### config.mk
export PLATFORM = sky130hd
export DESIGN_NAME = matmul_controller_flat
export DESIGN_NICKNAME = d
export VERILOG_FILES = /design/src/rtl/matmul_pkg.sv /design/src/rtl/matmul_controller_if.sv /design/src/rtl/mm_idx_counter.sv /design/src/rtl/matmul_controller.sv /design/src/flat_wrapper.sv
export SDC_FILE = /design/constraint.sdc
export NUM_CORES = 1
export LEC_CHECK = 0
export BUFFER_PORTS_ARGS = -buffer_cell sky130_fd_sc_hd__buf_2
export CORE_MARGIN = 2
export CORE_UTILIZATION = 40
export CTS_BUF_LIST = sky130_fd_sc_hd__clkbuf_8 sky130_fd_sc_hd__clkbuf_16
export DETAILED_ROUTE_END_ITERATION = 8
export GPL_ROUTABILITY_DRIVEN = 0
export GPL_TIMING_DRIVEN = 1
export PLACE_DENSITY_LB_ADDON = 0.08
export SLEW_MARGIN = 5
export SYNTH_ARGS = -nofsm -noshare
export SYNTH_HDL_FRONTEND = slang
export SYNTH_SLANG_ARGS = --single-unit
### constraint.sdc
create_clock -name clk -period 2.5 [get_ports clk]
set_clock_uncertainty 0.1 [all_clocks]
set_input_delay 0.125 -clock clk [delete_from_list [all_inputs] [get_ports clk]]
set_output_delay 0.125 -clock clk [all_outputs]
set_load 0.01 [all_outputs]
### src/rtl/matmul_pkg.sv
// Shared definitions for the matrix-multiply controller: FSM state encoding
// and the address-concatenation helper used to build {row,col} addresses.
package matmul_pkg;

  localparam int STATE_W = 3;

  typedef enum logic [STATE_W-1:0] {
    S_IDLE   = 3'd0,
    S_LOAD_A = 3'd1,
    S_LOAD_B = 3'd2,
    S_CLR    = 3'd3,
    S_MAC    = 3'd4,
    S_DRAIN  = 3'd5,
    S_WRITE  = 3'd6,
    S_DONE   = 3'd7
  } state_e;

  // Places hi above lo (lo occupying lo_w bits); caller truncates to its address width.
  function automatic logic [63:0] addr_cat(input logic [31:0] hi,
                                           input logic [31:0] lo,
                                           input int unsigned lo_w);
    return ({32'd0, hi} << lo_w) | {32'd0, lo};
  endfunction

endpackage

### src/rtl/matmul_controller_if.sv
// Control bundle between the matmul controller (master) and the datapath /
// stream source (slave): start/in_valid inputs plus all memory and MAC controls.
interface matmul_controller_if #(
  parameter int M = 8,
  parameter int N = 8
);
  logic           start;
  logic           in_valid;
  logic           m1EN, m1rEN, m1wEN;
  logic           m2EN, m2rEN, m2wEN;
  logic           m3EN, m3rEN, m3wEN;
  logic           mult_ld;
  logic           mult_rst;
  logic [M+N-1:0] addr1;
  logic [M+N-1:0] addr2;
  logic [M+N-1:0] addr3;
  logic           busy;
  logic           done;

  modport master (
    input  start, in_valid,
    output m1EN, m1rEN, m1wEN, m2EN, m2rEN, m2wEN, m3EN, m3rEN, m3wEN,
           mult_ld, mult_rst, addr1, addr2, addr3, busy, done
  );

  modport slave (
    output start, in_valid,
    input  m1EN, m1rEN, m1wEN, m2EN, m2rEN, m2wEN, m3EN, m3rEN, m3wEN,
           mult_ld, mult_rst, addr1, addr2, addr3, busy, done
  );
endinterface

### src/rtl/mm_idx_counter.sv
// Width-parameterised index counter with synchronous clear (priority over
// increment) and a carry-out that flags an increment from all-ones.
module mm_idx_counter #(
  parameter int W = 8
) (
  input  logic         clk,
  input  logic         rst,
  input  logic         clr,
  input  logic         inc,
  output logic [W-1:0] cnt,
  output logic         wrap
);

  logic [W-1:0] cnt_q, cnt_d;

  // Next count: clear wins, otherwise increment with natural wrap.
  always_comb begin
    cnt_d = cnt_q;
    if (clr)      cnt_d = '0;
    else if (inc) cnt_d = cnt_q + W'(1);
  end

  // Count register.
  always_ff @(posedge clk or negedge rst) begin
    if (!rst) cnt_q <= '0;
    else      cnt_q <= cnt_d;
  end

  assign cnt  = cnt_q;
  assign wrap = inc && !clr && (&cnt_q);

endmodule

### src/rtl/matmul_controller.sv
// Matrix-multiply controller: loads A then B from the serial stream, then walks
// (i,j,k) driving the MAC and result memory, one C element per 2^N+3 cycles.
// Optional build macro MATMUL_PERF_CNT_EN adds a saturating busy-cycle counter
// output cycle_cnt.
//
// state    | meaning
// IDLE     | waiting for start, all outputs low
// LOAD_A   | writing stream words into A memory at linear address
// LOAD_B   | writing stream words into B memory at linear address
// CLR      | clear MAC register, reset k
// MAC      | read A{i,k}, B{k,j}; accumulate previous product
// DRAIN    | accumulate the last product
// WRITE    | store accumulator at C{i,j}, advance j (and i on wrap)
// DONE     | one-cycle completion pulse
module matmul_controller
  import matmul_pkg::*;
#(
  parameter int M = 8,
  parameter int N = 8
) (
  input logic                 clk,
  input logic                 rst,
`ifdef MATMUL_PERF_CNT_EN
  output logic [31:0]         cycle_cnt,
`endif
  matmul_controller_if.master bus
);

  localparam int ADDR_W = M + N;

  state_e state_q, state_d;

  logic [ADDR_W-1:0] lin_cnt;
  logic [M-1:0]      i_cnt, j_cnt;
  logic [N-1:0]      k_cnt;
  logic              lin_wrap, i_wrap, j_wrap, k_wrap;
  logic              lin_inc, lin_clr, k_inc, k_clr, j_inc, ij_clr;
  logic              start_acc;

  logic              m1_en, m1_ren, m1_wen, m2_en, m2_ren, m2_wen, m3_en, m3_wen;
  logic              mult_ld, mult_rst, done;
  logic [ADDR_W-1:0] addr1, addr2, addr3;

  mm_idx_counter #(.W(ADDR_W)) u_lin_cnt (
    .clk(clk), .rst(rst), .clr(lin_clr), .inc(lin_inc), .cnt(lin_cnt), .wrap(lin_wrap)
  );

  mm_idx_counter #(.W(M)) u_i_cnt (
    .clk(clk), .rst(rst), .clr(ij_clr), .inc(j_wrap), .cnt(i_cnt), .wrap(i_wrap)
  );

  mm_idx_counter #(.W(M)) u_j_cnt (
    .clk(clk), .rst(rst), .clr(ij_clr), .inc(j_inc), .cnt(j_cnt), .wrap(j_wrap)
  );

  mm_idx_counter #(.W(N)) u_k_cnt (
    .clk(clk), .rst(rst), .clr(k_clr), .inc(k_inc), .cnt(k_cnt), .wrap(k_wrap)
  );

  // State register.
  always_ff @(posedge clk or negedge rst) begin
    if (!rst) state_q <= S_IDLE;
    else      state_q <= state_d;
  end

  // Next-state and datapath control; addresses held at zero outside their phase.
  always_comb begin
    state_d   = state_q;
    start_acc = 1'b0;
    lin_inc   = 1'b0;
    lin_clr   = 1'b0;
    k_inc     = 1'b0;
    k_clr     = 1'b0;
    j_inc     = 1'b0;
    ij_clr    = 1'b0;
    m1_en     = 1'b0;
    m1_ren    = 1'b0;
    m1_wen    = 1'b0;
    m2_en     = 1'b0;
    m2_ren    = 1'b0;
    m2_wen    = 1'b0;
    m3_en     = 1'b0;
    m3_wen    = 1'b0;
    mult_ld   = 1'b0;
    mult_rst  = 1'b0;
    done      = 1'b0;
    addr1     = '0;
    addr2     = '0;
    addr3     = '0;

    case (state_q)
      S_IDLE: begin
        lin_clr = 1'b1;
        ij_clr  = 1'b1;
        if (bus.start) begin
          start_acc = 1'b1;
          state_d   = S_LOAD_A;
        end
      end
      S_LOAD_A: begin
        if (bus.in_valid) begin
          m1_en   = 1'b1;
          m1_wen  = 1'b1;
          addr1   = lin_cnt;
          lin_inc = 1'b1;
          if (lin_wrap) state_d = S_LOAD_B;
        end
      end
      S_LOAD_B: begin
        if (bus.in_valid) begin
          m2_en   = 1'b1;
          m2_wen  = 1'b1;
          addr2   = lin_cnt;
          lin_inc = 1'b1;
          if (lin_wrap) state_d = S_CLR;
        end
      end
      S_CLR: begin
        mult_rst = 1'b1;
        k_clr    = 1'b1;
        state_d  = S_MAC;
      end
      S_MAC: begin
        m1_en  = 1'b1;
        m1_ren = 1'b1;
        m2_en  = 1'b1;
        m2_ren = 1'b1;
        addr1  = ADDR_W'(addr_cat(32'(i_cnt), 32'(k_cnt), N));
        addr2  = ADDR_W'(addr_cat(32'(k_cnt), 32'(j_cnt), M));
        // Read data lags by one cycle, so the first MAC cycle has nothing to add.
        mult_ld = (k_cnt != '0);
        k_inc   = 1'b1;
        if (k_wrap) state_d = S_DRAIN;
      end
      S_DRAIN: begin
        mult_ld = 1'b1;
        state_d = S_WRITE;
      end
      S_WRITE: begin
        m3_en  = 1'b1;
        m3_wen = 1'b1;
        addr3  = ADDR_W'(addr_cat(32'(i_cnt), 32'(j_cnt), M));
        j_inc  = 1'b1;
        // i wraps exactly when the last element (i=j=max) is written.
        state_d = i_wrap ? S_DONE : S_CLR;
      end
      S_DONE: begin
        done    = 1'b1;
        state_d = S_IDLE;
      end
      default: state_d = S_IDLE;
    endcase
  end

  assign bus.m1EN     = m1_en;
  assign bus.m1rEN    = m1_ren;
  assign bus.m1wEN    = m1_wen;
  assign bus.m2EN     = m2_en;
  assign bus.m2rEN    = m2_ren;
  assign bus.m2wEN    = m2_wen;
  assign bus.m3EN     = m3_en;
  assign bus.m3rEN    = 1'b0;
  assign bus.m3wEN    = m3_wen;
  assign bus.mult_ld  = mult_ld;
  assign bus.mult_rst = mult_rst;
  assign bus.addr1    = addr1;
  assign bus.addr2    = addr2;
  assign bus.addr3    = addr3;
  assign bus.busy     = (state_q != S_IDLE);
  assign bus.done     = done;

`ifdef MATMUL_PERF_CNT_EN
  logic [31:0] cyc_q, cyc_d;

  // Busy-cycle count: cleared on start accept, saturating, held while idle.
  always_comb begin
    cyc_d = cyc_q;
    if (start_acc)
      cyc_d = '0;
    else if ((state_q != S_IDLE) && (cyc_q != 32'hFFFF_FFFF))
      cyc_d = cyc_q + 32'd1;
  end

  // Counter register.
  always_ff @(posedge clk or negedge rst) begin
    if (!rst) cyc_q <= '0;
    else      cyc_q <= cyc_d;
  end

  assign cycle_cnt = cyc_q;
`endif

endmodule

### src/flat_wrapper.sv
// flat-port wrapper written by rule: the top's interface ports become plain ports
module matmul_controller_flat import matmul_pkg::*;
#(
  parameter int M = 8,
  parameter int N = 8
)
  (clk, rst, bus_start, bus_in_valid, bus_m1EN, bus_m1rEN, bus_m1wEN, bus_m2EN, bus_m2rEN, bus_m2wEN, bus_m3EN, bus_m3rEN, bus_m3wEN, bus_mult_ld, bus_mult_rst, bus_addr1, bus_addr2, bus_addr3, bus_busy, bus_done);
  matmul_controller_if #(.M(M), .N(N)) bus_i ();
  input logic clk;
  input logic rst;
  input wire logic [$bits(bus_i.start)-1:0] bus_start;
  input wire logic [$bits(bus_i.in_valid)-1:0] bus_in_valid;
  output wire logic [$bits(bus_i.m1EN)-1:0] bus_m1EN;
  output wire logic [$bits(bus_i.m1rEN)-1:0] bus_m1rEN;
  output wire logic [$bits(bus_i.m1wEN)-1:0] bus_m1wEN;
  output wire logic [$bits(bus_i.m2EN)-1:0] bus_m2EN;
  output wire logic [$bits(bus_i.m2rEN)-1:0] bus_m2rEN;
  output wire logic [$bits(bus_i.m2wEN)-1:0] bus_m2wEN;
  output wire logic [$bits(bus_i.m3EN)-1:0] bus_m3EN;
  output wire logic [$bits(bus_i.m3rEN)-1:0] bus_m3rEN;
  output wire logic [$bits(bus_i.m3wEN)-1:0] bus_m3wEN;
  output wire logic [$bits(bus_i.mult_ld)-1:0] bus_mult_ld;
  output wire logic [$bits(bus_i.mult_rst)-1:0] bus_mult_rst;
  output wire logic [$bits(bus_i.addr1)-1:0] bus_addr1;
  output wire logic [$bits(bus_i.addr2)-1:0] bus_addr2;
  output wire logic [$bits(bus_i.addr3)-1:0] bus_addr3;
  output wire logic [$bits(bus_i.busy)-1:0] bus_busy;
  output wire logic [$bits(bus_i.done)-1:0] bus_done;
  assign bus_i.start = bus_start;
  assign bus_i.in_valid = bus_in_valid;
  assign bus_m1EN = bus_i.m1EN;
  assign bus_m1rEN = bus_i.m1rEN;
  assign bus_m1wEN = bus_i.m1wEN;
  assign bus_m2EN = bus_i.m2EN;
  assign bus_m2rEN = bus_i.m2rEN;
  assign bus_m2wEN = bus_i.m2wEN;
  assign bus_m3EN = bus_i.m3EN;
  assign bus_m3rEN = bus_i.m3rEN;
  assign bus_m3wEN = bus_i.m3wEN;
  assign bus_mult_ld = bus_i.mult_ld;
  assign bus_mult_rst = bus_i.mult_rst;
  assign bus_addr1 = bus_i.addr1;
  assign bus_addr2 = bus_i.addr2;
  assign bus_addr3 = bus_i.addr3;
  assign bus_busy = bus_i.busy;
  assign bus_done = bus_i.done;
  matmul_controller #(.M(M), .N(N)) u_core (.clk(clk), .rst(rst), .bus(bus_i));
endmodule
==> run metrics, run 1 <==
run status completed; worst vdd ir 0.3195 mV; synth unique cells 43; pwr dens 368.3 nW/µm²; most frequent cells in the layout 63 x buf_2, 43 x dfrtp_1, 29 x o21ai_0; chip width 87.39 µm; EDFF count, synth 0; area of the mapped netlist 2781 µm²; Clock Sink Count 43; die height 87.39 µm; Register Area 1076 µm²; CORE AREA 6756 µm²; CP required 2.28 ns; Yosys reg bits 43; final hold vios 0; total power 1204 µW; Ports 65; syn nets 334; Critical Path AT 2.06 ns; TritonRoute pass-1 iters 4; clk buf depth 2; global route overflow 0; Sw Ratio 23.04%; pins over their slew limit 0; vias per cell 5.668; largest net degree at the start of global routing 27; P_leak 0.001520 µW; via count 2630; Synth Instances 325; CP max FO 21; layout cells sized above 1 21.61%; CTS tree done; root buffer cell clkbuf_8; Worst Hold Depth 4; met2 WL post-DR 3.728 mm; Int Power 926.7 µW; crit path kind flop to output pin; Yosys warnings 0; register area share after synthesis 38.69%; placed cells 456; worst skew pair latency 0.29 ns; Design Area, Final 3269 µm²; number of global-route vias before repair 2379; Logic pwr share 2.4%; r2r startpoint u_core.state_q[0]; DR WL/cell 17.53 µm; Worst setup SP type flop; setup TNS 0 ns; crit path time final 2.282 ns; f_max 0.4383 GHz; Max-slew headroom 59.47%; Routed WL 8.134 mm; Sw Pwr 277.5 µW; # nets final 393; R2R depth 4; initial core utilization 41.17%; max-cap violation count 0; worst hold path type primary input to flop; placed wire-length estimate 5.970 mm; buffers added on ports 63; Final Setup Violations 0; Layout Cells excl Fill 464; most common cell after layout, fill and taps aside buf_2; GRT Util Overall 21.36%; num rows 30; Routed Antenna Nets 0; unrepaired setup endpoints after global routing no; Post-CTS Repair Setup Buffers 0; antenna cells 0; WL met3 444 µm; initial antenna violation count 0; area grow syn2layout 17.54%; fin crit share 91.27%; hold wc startpoint bus_start; DP Area 3169 µm²; clock power share 38.2%; crit path from u_core.state_q[1]; Least-Margin Pin Slew 0.6079 ns; DRT met1 WL 3.923 mm; DRC Markers 0; top sig layer met4; multi-input logic area 1568 µm²; Flop pwr share 59.4%; Syn Area/Cell 8.558 µm²; register clock-pin slew on the reported worst setup and hold paths 0.08 ns; crit path capture type output pin; first-pass GRT wire length 12.59 mm; H-tree Lvls 2; Num CTS Buffers 5; Synth Flop Type dfrtp_1; Fill cells 712; asr flop ratio synth 100.0%; area of the die 7636 µm²; DR iter-0 viols 125
==> worst paths after layout <==
check | slack [ns] | end
worst max register to register | 0.30 | u_core.u_lin_cnt.cnt[13]
worst max-delay path | 0.22 | bus_addr2[14]
worst min-delay path | 0.12 | u_core.state_q[0]
max in group asynchronous | 1.44 | u_core.u_lin_cnt.cnt[8]
min in group asynchronous | 0.27 | u_core.u_k_cnt.cnt[3]
worst min register to register | 0.46 | u_core.u_k_cnt.cnt[7]
==> final cells by class <==
cell class	instances	area share [%]
clock buffer	6	2.526
clock inverter	1	0.1531
inverter	10	1.148
multi-input combinational	250	47.95
sequential	43	32.91
tap	80	3.062
timing repair buffer	74	12.25
==> synthesized netlist by cell type (all sizes together) (6+ instances only) <==
| cell type | instances | area [µm²] |
|---|---|---|
| a21oi | 16 | 80.08 |
| buf | 9 | 53.80 |
| nand2 | 26 | 97.59 |
| nand3 | 20 | 100.1 |
| and2 | 18 | 112.6 |
| xor2 | 9 | 78.83 |
| o31ai | 6 | 45.04 |
| clkbuf | 13 | 48.80 |
| dfrtp | 43 | 1076 |
| xnor2 | 7 | 61.31 |
| nor2 | 22 | 82.58 |
| or3 | 9 | 56.30 |
| or4 | 7 | 56.30 |
| inv | 9 | 33.78 |
| nand4 | 11 | 68.82 |
| a22o | 26 | 227.7 |
| o21ai | 29 | 145.1 |
==> timing repair <==
action                                  CTS  global route
resized for setup                         0             1
endpoints found under the setup margin    0            16
hold buffers                              1             0
endpoints found under the hold margin    24             0
==> registers in the layout, indices dropped and copies added (netlist names) <==
signal and cells:
u_core.state_q 3, u_core.u_i_cnt.cnt 8, u_core.u_j_cnt.cnt 8, u_core.u_k_cnt.cnt 8
u_core.u_lin_cnt.cnt 16
==> worst max-delay path, stage by stage (launching register included) <==
cell	delay (ns)
dfrtp_1	0.53
or3b_4	0.55
inv_1	0.12
buf_4	0.24
a22o_1	0.18
buf_2	0.13
==> power groups by stage <==
stage | sequential [µW] | combinational [µW] | clock (µW)
after floorplan | 722 | 8.53 | 0
after global placement | 729 | 28.4 | 0
after detailed placement | 729 | 29.1 | 0
after CTS | 715 | 30.4 | 470
after global routing | 716 | 34.1 | 504
final | 715 | 28.7 | 461
==> per-layer routing <==
layer  GRT usage (%)  vias up
met1           31.46     1267
met4           3.357        0
met5               0        -
li1                -     1303
met2           33.75       56
met3           3.223        4
==> through the flow <==
step	setup slack, ns	utilization (%)	hold slack, ns
global route	0.1047	48.39	0.1715
global placement	0.3968	46.91	0.05993
detailed placement	0.3490	46.91	0.06905
floorplan	0.5911	-	-0.2706
CTS	0.06435	48.35	0.1314
finish	0.2182	48.39	0.1222
==> logic make-up after synthesis <==
logic type      after synthesis  share of synthesized area, %
other cells                   1                        0.1348
flops                        43                         38.69
xor+xnor                     16                         5.038
mux                           2                        0.7198
compound gates               85                         20.11
simple gates                141                         28.03
fa+ha+maj                     5                         2.249
buf+inv                      32                         5.038
No activity file was read; power rests on OpenSTA's default activity.
==> inputs of run 2 (changes only) <==
--- a/config.mk
+++ b/config.mk
@@ -5,7 +5,7 @@
 export SDC_FILE = /design/constraint.sdc
 export NUM_CORES = 1
 export LEC_CHECK = 0
-export BUFFER_PORTS_ARGS = -buffer_cell sky130_fd_sc_hd__buf_2
+export BUFFER_PORTS_ARGS = -buffer_cell sky130_fd_sc_hd__clkbuf_2
 export CORE_MARGIN = 2
 export CORE_UTILIZATION = 40
 export CTS_BUF_LIST = sky130_fd_sc_hd__clkbuf_8 sky130_fd_sc_hd__clkbuf_16
==> run metrics, run 2 (same netlist as run 1, synthesis figures left out) <==
run status completed; most common cell after layout, fill and taps aside clkbuf_2; P_leak 0.001485 µW; Register Area 1077 µm²; Critical-path top delay cell or3b_4; Routed WL 8.136 mm; DR WL/cell 17.50 µm; die height 87.39 µm; CP max FO 20; multi-input logic area 1568 µm²; most frequent cells in the layout 63 x clkbuf_2, 42 x dfrtp_1, 29 x o21ai_0; slowest stage delay, CP 0.55 ns; buffers added on ports 63; Least-Margin Pin Slew 0.5415 ns; Final Setup Violations 0; Design Area, Final 3268 µm²; Critical Path AT 2.05 ns; Max-slew headroom 63.57%; clk buf depth 2; num rows 30; final hold vios 0; GRT Util Overall 22.23%; Ports 65; crit path capture type output pin; area of the die 7636 µm²; register clock-pin slew on the reported worst setup and hold paths 0.08 ns; worst vdd ir 0.3679 mV; CORE AREA 6756 µm²; CP required 2.28 ns; via count 2671; CP cell instances or3b_4, inv_1, buf_4, a22o_1, clkbuf_2; crit path kind flop to output pin; Clock Sink Count 43; Num CTS Buffers 5; R2R depth 4; max FFs per register 16; setup TNS 0 ns; chip width 87.39 µm; r2r startpoint u_core.state_q[0]; global route overflow 0; vias per cell 5.744; worst skew pair latency 0.29 ns; area grow syn2layout 17.50%; Fill cells 675; crit path time final 2.278 ns; Post-CTS Repair Setup Buffers 0; antenna cells 0; pwr dens 359.4 nW/µm²; CTS tree done; largest net degree at the start of global routing 26; worst hold path type primary input to asynchronous set/reset pin; Critical R2R Capture u_core.u_lin_cnt.cnt[15]; placed wire-length estimate 6.056 mm; root buffer cell clkbuf_8; number of global-route vias before repair 2473; max-cap violation count 0; H-tree Lvls 2; layout cells sized above 1 21.82%; TritonRoute pass-1 iters 4; first-pass GRT wire length 13.10 mm; unrepaired setup endpoints after global routing no; Worst setup SP type flop; DRC Markers 0; Routed Antenna Nets 0; fin crit share 91.13%; # nets final 393; pins over their slew limit 0; setup slack, reg-to-reg 0.30 ns; initial core utilization 41.17%; initial antenna violation count 0; f_max 0.4389 GHz; DP Area 3169 µm²; DR iter-0 viols 144
-- run 2: cell count changes in the layout (fill, tap and decap cells not counted) --
cell / change
clkinvlp_4: +1
dfrtp_2: +1
clkbuf_8: -1
inv_1: +1
dfrtp_1: -1
buf_2: -63
clkbuf_2: +63
-- run 2: report_power, final --
group,switching (µW),internal [µW]
sequential,15.2,700
combinational,20.3,9.01
clock,238,191
total,274,901
-- run 2: worst max path at each step --
stage	cells after the start	from	slack [ns]	endpoint
6_report	5	u_core.state_q[1]	0.22	bus_addr2[12]
5_1_grt	5	u_core.state_q[1]	0.12	bus_addr2[14]
3_5_place_dp	4	u_core.state_q[2]	0.31	u_core.u_lin_cnt.cnt[15]
4_1_cts	5	u_core.state_q[1]	0.07	bus_addr2[12]
3_3_place_gp	5	u_core.state_q[2]	0.34	u_core.u_lin_cnt.cnt[14]
2_1_floorplan	4	u_core.state_q[2]	0.59	u_core.u_lin_cnt.cnt[13]
-- run 2: what timing repair did --
action | in CTS | in global routing
hold endpoints to repair | 43 | 0
gates resized for setup | 0 | 2
hold buffers | 1 | 0
setup endpoints to repair | 0 | 21
-- run 2: final cells by class --
class,count,share of cell area [%]
multi-input combinational,250,47.97
sequential,43,32.96
timing repair buffer,74,12.25
tap,80,3.063
clock buffer,5,2.106
inverter,10,1.149
clock inverter,3,0.4977
-- run 2: per-stage QoR --
stage               hold WS (ns)  instances  total power, µW  utilization, %  worst slack (ns)
floorplan                -0.2706        325            730.3               -            0.5911
detailed placement       -0.1229        456            758.2           46.91            0.3140
CTS                      0.09471        465             1192           48.31           0.06912
global placement         -0.1211        456            757.1           46.91            0.3419
global route              0.1146        465             1236           48.37            0.1190
finish                    0.1033        465             1174           48.37            0.2217
-- run 2: worst max-delay path, delay by kind of cell, from the launching register on --
kind	cells	cell delay (ns)
and+or+nand+nor	1	0.55
DFF	1	0.52
buffers and inverters	3	0.49
AOI/OAI and AO/OA	1	0.20
-- run 2: layer usage --
metal,global-route usage [%],vias to the layer above,wire length [µm]
met5,0,-,0
met4,3.636,0,64
met3,4.739,7,425
met2,34.99,70,3698
met1,31.97,1287,3947
li1,-,1307,-
==> inputs of run 3 (changes only) <==
--- a/config.mk
+++ b/config.mk
@@ -6,6 +6,8 @@
 export NUM_CORES = 1
 export LEC_CHECK = 0
 export BUFFER_PORTS_ARGS = -buffer_cell sky130_fd_sc_hd__clkbuf_2
+export CELL_PAD_IN_SITES_DETAIL_PLACEMENT = 0
+export CELL_PAD_IN_SITES_GLOBAL_PLACEMENT = 1
 export CORE_MARGIN = 2
 export CORE_UTILIZATION = 40
 export CTS_BUF_LIST = sky130_fd_sc_hd__clkbuf_8 sky130_fd_sc_hd__clkbuf_16
==> run metrics, run 3 (same netlist as run 1, synthesis figures left out) <==
Logic pwr share 2.1%; unrepaired setup endpoints after global routing no; crit path capture type output pin; Final Setup Violations 0; CTS tree done; layout cells sized above 1 21.56%; vias per cell 5.817; buffers added on ports 63; num rows 30; clk buf depth 2; placed wire-length estimate 6.082 mm; most common cell after layout, fill and taps aside clkbuf_2; Clock Sink Count 43; initial antenna violation count 0; crit path time final 2.303 ns; Design Area, Final 3312 µm²; via count 2705; Critical R2R Capture u_core.u_lin_cnt.cnt[13]; root buffer cell clkbuf_8; total power 1388 µW; multi-input logic area 1565 µm²; placed cells 456; DRC Markers 0; H-tree Lvls 2; DR WL/cell 17.88 µm; f_max 0.4341 GHz; CORE AREA 6756 µm²; Int Power 1105 µW; CP cell instances buf_4, or3b_2, inv_1, buf_4, a22o_1, clkbuf_2; crit path kind flop to output pin; Critical-path top delay cell or3b_2; area grow syn2layout 19.07%; Ports 65; worst vdd ir 0.2063 mV; R2R depth 4; crit path from u_core.state_q[2]; fin util 49.02%; worst hold path type primary input to flop; post_cts resized 0; Routed WL 8.316 mm; CP max FO 27; pins over their slew limit 0; max FFs per register 16; final hold vios 0; antenna cells 0; Flop pwr share 51.5%; Layout Cells excl Fill 465; area of the die 7636 µm²; setup TNS 0 ns; # nets final 393; Post-CTS Repair Setup Buffers 0; fin crit share 92.14%; most frequent cells in the layout 63 x clkbuf_2, 43 x dfrtp_1, 29 x o21ai_0; first-pass GRT wire length 13.45 mm; setup slack, reg-to-reg 0.30 ns; crit-path most repeated cell buf_4; register clock-pin slew on the reported worst setup and hold paths 0.08 ns; run status completed; DR iter-0 viols 160; chip width 87.39 µm; Register Area 1076 µm²; Fill cells 705; CP required 2.28 ns; initial core utilization 41.17%; GRT Util Overall 22.82%; Routed Antenna Nets 0; max-cap violation count 0; DP Area 3169 µm²; Sw Ratio 20.40%; worst skew pair latency 0.30 ns; Worst setup SP type flop; Max-slew headroom 65.69%; slowest stage delay, CP 0.47 ns; Num CTS Buffers 5; P_leak 0.001512 µW; Least-Margin Pin Slew 0.5099 ns; largest net degree at the start of global routing 28; Critical Path AT 2.08 ns; TritonRoute pass-1 iters 4; Sw Pwr 283.2 µW; global route overflow 0; CP Capture Point bus_addr1[2]; r2r startpoint u_core.state_q[1]; number of global-route vias before repair 2586; die height 87.39 µm; clock power share 46.4%; pwr dens 419.1 nW/µm²
run 3: cell count changes in the layout (fill, tap and decap cells not counted):
cell	change
bufinv_16	+2
or3b_2	+1
or3b_4	-1
clkinv_2	-1
dfrtp_1	+1
clkinvlp_4	-1
dfrtp_2	-1
run 3: per-layer routing:
metal	global-route usage, %	vias to the layer above	wire length, µm
met2	34.16	78	3739
met3	4.739	10	466
met4	6.573	0	142
met1	33.20	1317	3967
li1	-	1300	-
met5	0	-	0
run 3: critical path, delay by kind of cell (launching register included):
| family | cells | cell delay [ns] |
|---|---|---|
| DFF | 1 | 0.41 |
| buffers and inverters | 4 | 0.70 |
| and+or+nand+nor | 1 | 0.47 |
| AOI/OAI and AO/OA | 1 | 0.19 |
run 3: worst min-delay path by stage:
stage                     slack, ns                     to  startpoint  cells after the start
final                          0.12      u_core.state_q[0]   bus_start                      4
after CTS                      0.11      u_core.state_q[0]   bus_start                      4
after global placement         0.03  u_core.u_k_cnt.cnt[5]         rst                      2
after global routing           0.13      u_core.state_q[0]   bus_start                      4
after detailed placement       0.03  u_core.u_k_cnt.cnt[5]         rst                      2
after floorplan               -0.27      u_core.state_q[0]         rst                      0
run 3: final cells by class:
type | instances | share of cell area [%]
multi-input cells | 250 | 47.26
flip-flops and latches | 43 | 32.49
repair buffers | 74 | 12.09
well taps | 80 | 3.022
clock buffers | 5 | 2.078
clock inverters | 3 | 1.927
inverters | 10 | 1.133
run 3: what timing repair did:
action | in CTS | in global routing
hold buffers | 1 | 0
setup endpoints to repair | 0 | 0
endpoints found under the hold margin | 43 | 0
run 3: stage by stage:
step / hold WS, ns / setup WS (ns)
after floorplan: -0.2706 / 0.5911
after global placement: 0.03251 / 0.3820
after detailed placement: 0.03231 / 0.3494
after CTS: 0.1133 / 0.1954
after global routing: 0.1290 / 0.06677
final: 0.1193 / 0.1966
run 3: power by group through the flow:
stage               clock network (µW)  registers [µW]  logic, µW
finish                             644             715       28.7
global route                       691             716       34.1
CTS                                660             715       30.3
detailed placement                   0             729       28.9
global placement                     0             729       28.4
floorplan                            0             722       8.53
